`src/rtl/instr_fetch.sv`:
```
// instr_fetch: program counter plus writable instruction memory feeding a
// single-cycle datapath. Supports free-run and single-step modes, stall,
// branch redirect, a HALT sentinel word and a saturating retired counter.
module instr_fetch #(
    parameter int          DEPTH     = 16,
    parameter logic [31:0] HALT_WORD = 32'hFFFF_FFFF,
    localparam int         AW        = $clog2(DEPTH)
) (
    input  logic          clk,
    input  logic          rst,
    input  logic          start,
    input  logic          run,
    input  logic          step,
    input  logic          stall,
    input  logic          branch_taken,
    input  logic [31:0]   branch_target,
    input  logic          prog_we,
    input  logic [AW-1:0] prog_addr,
    input  logic [31:0]   prog_data,
    output logic [31:0]   inst,
    output logic [31:0]   pc,
    output logic [31:0]   pc_plus4,
    output logic          inst_valid,
    output logic          halted,
    output logic [1:0]    fetch_state,
    output logic [15:0]   retired
);

    typedef enum logic [1:0] {
        LOAD = 2'd0,
        RUN  = 2'd1,
        STEP = 2'd2,
        HALT = 2'd3
    } state_t;

    state_t      state;
    logic [31:0] mem [DEPTH];
    logic        step_d;
    logic        step_pending;

    logic [31:0] fetch_word;
    logic        is_halt_word;
    logic        active;
    logic        step_rise;
    logic [31:0] next_pc;
    logic        next_oob;

    // Fetch path and next-PC selection; the word index of pc is always in
    // range while fetching because an out-of-range next-PC forces HALT.
    always_comb begin
        fetch_word   = mem[pc[AW+1:2]];
        is_halt_word = (fetch_word == HALT_WORD);
        active       = (state == RUN) || (state == STEP);
        step_rise    = step & ~step_d;
        inst_valid   = active & ~stall & ~is_halt_word &
                       ((state == RUN) | step_pending);
        inst         = active ? fetch_word : 32'h0;
        pc_plus4     = pc + 32'd4;
        next_pc      = branch_taken ? (branch_target & ~32'h3) : pc_plus4;
        next_oob     = |next_pc[31:AW+2];
    end

    assign halted      = (state == HALT);
    assign fetch_state = state;

    // Program memory: written only while loading, never cleared by reset.
    always_ff @(posedge clk) begin
        if (state == LOAD && prog_we)
            mem[prog_addr] <= prog_data;
    end

    // Fetch FSM, program counter, step handshake and retired counter.
    always_ff @(posedge clk or negedge rst) begin
        if (!rst) begin
            state        <= LOAD;
            pc           <= 32'h0;
            retired      <= 16'h0;
            step_d       <= 1'b0;
            step_pending <= 1'b0;
        end else begin
            step_d <= step;
            case (state)
                LOAD: begin
                    if (start) begin
                        state        <= run ? RUN : STEP;
                        pc           <= 32'h0;
                        retired      <= 16'h0;
                        step_pending <= 1'b0;
                    end
                end
                RUN, STEP: begin
                    if (is_halt_word) begin
                        // Sentinel reached: stop without issuing it.
                        state <= HALT;
                    end else if (inst_valid) begin
                        pc           <= next_pc;
                        step_pending <= 1'b0;
                        if (next_oob)
                            state <= HALT;
                        if (retired != 16'hFFFF)
                            retired <= retired + 16'd1;
                    end else if (state == STEP && step_rise) begin
                        // Extra rises while already pending are absorbed.
                        step_pending <= 1'b1;
                    end
                end
                HALT: begin
                    if (start) begin
                        state        <= run ? RUN : STEP;
                        pc           <= 32'h0;
                        step_pending <= 1'b0;
                    end
                end
                default: state <= LOAD;
            endcase
        end
    end

endmodule

```
`config.mk`:
```
export PLATFORM = sky130hd
export DESIGN_NAME = instr_fetch
export DESIGN_NICKNAME = d
export VERILOG_FILES = /design/src/rtl/instr_fetch.sv
export SDC_FILE = /design/constraint.sdc
export NUM_CORES = 1
export LEC_CHECK = 0
export ABC_CLOCK_PERIOD_IN_PS = 4100
export CORE_MARGIN = 5
export CORE_UTILIZATION = 52
export CTS_CLUSTER_SIZE = 14
export DETAILED_ROUTE_END_ITERATION = 8
export PLACE_DENSITY = 0.75
export SETUP_SLACK_MARGIN = 0.02
export SYNTH_ARGS = -nofsm -noshare
export SYNTH_HDL_FRONTEND = slang
export SYNTH_SLANG_ARGS = --single-unit
export TNS_END_PERCENT = 50
```
`constraint.sdc`:
```
create_clock -name clk -period 4.1 [get_ports clk]
set_clock_uncertainty 0.05 [all_clocks]
set_input_delay 0.82 -clock clk [delete_from_list [all_inputs] [get_ports clk]]
set_output_delay 0.82 -clock clk [all_outputs]
set_load 0.02 [all_outputs]
```
==> metrics.md <==
| Metric | Value |
|---|---|
| Post-Synthesis Cells | 1313 |
| Detail Route Antenna Nets | 0 |
| Critical path data arrival time | between 3000 and 4000 ps |
| HPWL Detailed | 35900 um |
| Post-Layout Cell Count | roughly 2300 |
| Avg Cell Area, Syn | ~18 um2 |
| Core Area | between 40000 and 50000 um2 |
| Initial antenna violation count | 3 |
| Total Neg Setup Slack | -329 ps |
| Vias per cell | approximately 6.2 |
| Max VDD drop | 0.000410 V |
| Cell Pwr Density | around 570 nW/um2 |
| Number of synthesized flops with an enable pin | ~510 |
| Worst rel slew slack | 0.365 |
| CP endpoint kind | output port |
| Nets | 1714 |
| Synth Area in Adders | 0.00321 |
| CTS Buffer Depth | 3 |
| Root Buffer Master | clkbuf_16 |
| Vias in the first global route | between 10000 and 15000 |
| Measured slew at the worst slew-check pin | between 900 and 1000 ps |
| Count of cell types in the netlist | slightly below 70 |
| Hold Fails Final Rpt | 0 |
| Worst R2R Start | pc[2]$_DFFE_PN0P_ |
| Initial Utilization | 0.527 |
| Clk slew on worst S/H paths | ~60 ps |
| Yosys warns | 0 |
| DIE AREA | roughly 50000 um2 |
| Worst-Skew Late Latency | around 610 ps |
| DRC viols | 0 |
| CP startpoint | pc[4]$_DFFE_PN0P_ |
| Inst Count DP | ~2100 |
| Max Clock Freq | 229 MHz |
| Layout area overhead | 25.0% |
| Max-cap violation count | 0 |
| RSZ-0062 raised after global routing | yes |
| FF-to-FF path depth | 13 |
| Largest net degree at the start of global routing | roughly 40 |
| Final setup fails | 2 |
| Final GP Congestion | slightly below 0.9 |
| TritonCTS Buffers | 55 |
| Clk sinks | 562 |
| Crit path to | inst_valid |
| DR vias | 14106 |
| Final max-slew violation count | 0 |
| CP required | about 3200 ps |
| Layout cells sized above 1 | 0.266 |
| Iteration-0 DRC Markers | approximately 1500 |
| Worst reg2reg endpoint | fetch_state[0]$_DFFE_PN0P_ |
| Synth area leaders | edfxtp_1, mux4_2, dfrtp_1 |
| Crit Path Class | flip-flop to output port |
| Die Height | 222 um |
| Gr ovfl total | 0 |
| Sequential element share of the synthesized area | 0.710 |
| Register-to-register setup slack | approximately 340 ps |
| Area after DPL | about 27000 um2 |
| TritonRoute pass-1 iters | 7 |
| Period Utilization, post-route | 1.07 |
| Post-synthesis mux area share | 0.135 |
| Post-Synth Simple-Gate Area | 0.0479 |
| Startpoint types | flip-flop |
| # rows | slightly below 80 |
| Mapped Area | around 23000 um2 |
| Crit Path Max Fanout | 18 |
| Synth area leader | edfxtp_1 |
| WL per Instance | approximately 27 um |
| # port buffers | around 190 |
| Failing checks | setup timing |
| Synth Flop Type | edfxtp_1 |
| Worst setup margin | -273 ps |
| Overall fraction of global-route tracks in use | 0.238 |
| Pleak | approximately 9.9 nW |
| Outcome | finished with violations |
| Die width | around 220 um |
| Worst Hold Class | input pin to async pin |
| XOR/XNOR Fraction of Synth Area | 0.00897 |
| Hold Buf Count CTS | 0 |
| Largest family of logic cells by synthesized area | multiplexers |
| First-pass GRT wire length | around 90000 um |
| Design area | 29300 um2 |
| Post-synth ARST share | 0.0890 |
| Tmin final | between 4000 and 5000 ps |
| CTS tree | done |
| Final WL | slightly above 60000 um |
| Top-area cell type share of the netlist area | 0.656 |
| I/O pin total | ~190 |
| CTS HTree Levels | 2 |
| Register bit count reported by yosys | between 500 and 600 |
| Compound-Gate Fraction of Synth Area | 0.0711 |
| Pwr Total | ~17 mW |
-- timing repair --
| item | in CTS | in global routing |
|---|---|---|
| setup buffers | 10 | 10 |
| pin swaps | 28 | 18 |
| cloned | 3 | 1 |
| resized for setup | 112 | 45 |
| endpoints found under the setup margin | 43 | 18 |
-- final cells by class --
| type | instances | area, um2 |
|---|---|---|
| sequential | 562 | 16600 |
| fill | 2937 | 15100 |
| multi-input combinational | 663 | 6810 |
| timing repair buffer | 339 | 3360 |
| clock buffer | 64 | 1430 |
| tap | 592 | 741 |
| clock inverter | 34 | 253 |
| inverter | 11 | 41.3 |
| antenna | 1 | 2.50 |
-- logic make-up after synthesis --
logic type / count (synthesis)
adders and majority gates: 6
muxes: 203
AOI/OAI and AO/OA: 212
xor gates and xnor gates: 24
DFF: 562
and+or+nand+nor: 214
other: 1
buffers and inverters: 91
-- report_power, final --
part | internal, mW | switching (mW)
logic | 2.26 | 2.94
registers | 6.41 | 0.224
clock network | 2.67 | 2.08
-- layer usage --
metal  GRT usage  part of all wire
met5           0           0.00041
met4      0.0797             0.033
met3      0.0406             0.074
met2       0.402              0.50
met1       0.319              0.39
-- through the flow --
stage,hold WS [ps],setup slack (ps),util
after global routing,392,-479,0.659
after global placement,464,-173,0.604
final,317,-273,0.659
after floorplan,443,130,-
after CTS,330,-272,0.653
after detailed placement,480,-298,0.604
-- sequential cells by signal, indices dropped and copies added, names as in the netlist --
| name | count |
|---|---|
| step_d | 1 |
| retired | 16 |
| step_pending | 1 |
| mem | 512 |
| pc | 30 |
| fetch_state | 2 |
-- cell usage after synthesis, types with 25 or more instances --
cell      number
nand2_1       49
a22oi_1       38
a21oi_1       27
a221oi_1      43
dfrtp_1       50
nand3_1       29
mux4_2        89
o21ai_0       25
mux2i_1      110
clkbuf_1      37
nor2_1        32
edfxtp_1     512
-- worst min path at each step --
stage	from	endpoint	cells past startpoint
detailed placement	step_pending$_DFFE_PN0P_	step_pending$_DFFE_PN0P_	1
global placement	step_pending$_DFFE_PN0P_	step_pending$_DFFE_PN0P_	1
CTS	rst	step_d$_DFF_PN0_	1
finish	rst	retired[5]$_DFFE_PN0P_	1
floorplan	step_pending$_DFFE_PN0P_	step_pending$_DFFE_PN0P_	1
global route	rst	retired[5]$_DFFE_PN0P_	1
-- cell usage in the layout, fill, tap and decap left out, types with 17 or more instances in the layout --
| cell | n |
|---|---|
| clkdlybuf4s50_1 | 142 |
| nor3_1 | 19 |
| mux4_2 | 89 |
| a21oi_1 | 24 |
| buf_12 | 23 |
| dlygate4sd2_1 | 30 |
| mux2i_1 | 108 |
| a221oi_2 | 33 |
| buf_4 | 123 |
| dfrtp_1 | 46 |
| nand3_1 | 29 |
| nand2_1 | 48 |
| a22oi_2 | 19 |
| edfxtp_1 | 512 |
| nor2_1 | 19 |
| a22oi_1 | 19 |
| clkbuf_16 | 57 |
| nand4_1 | 17 |
-- critical path, stage by stage (launching register included) --
cell      delay (ps)
dfrtp_4          560
and2_2           260
buf_4            260
a221oi_2         400
o21ai_0          220
a22oi_2          210
nand4_1          270
nor4_4           220
buf_4            190
nor2_4            40
nand2_2           70
inv_2             50
buf_6            120
No activity file was read; power rests on OpenSTA's default activity.
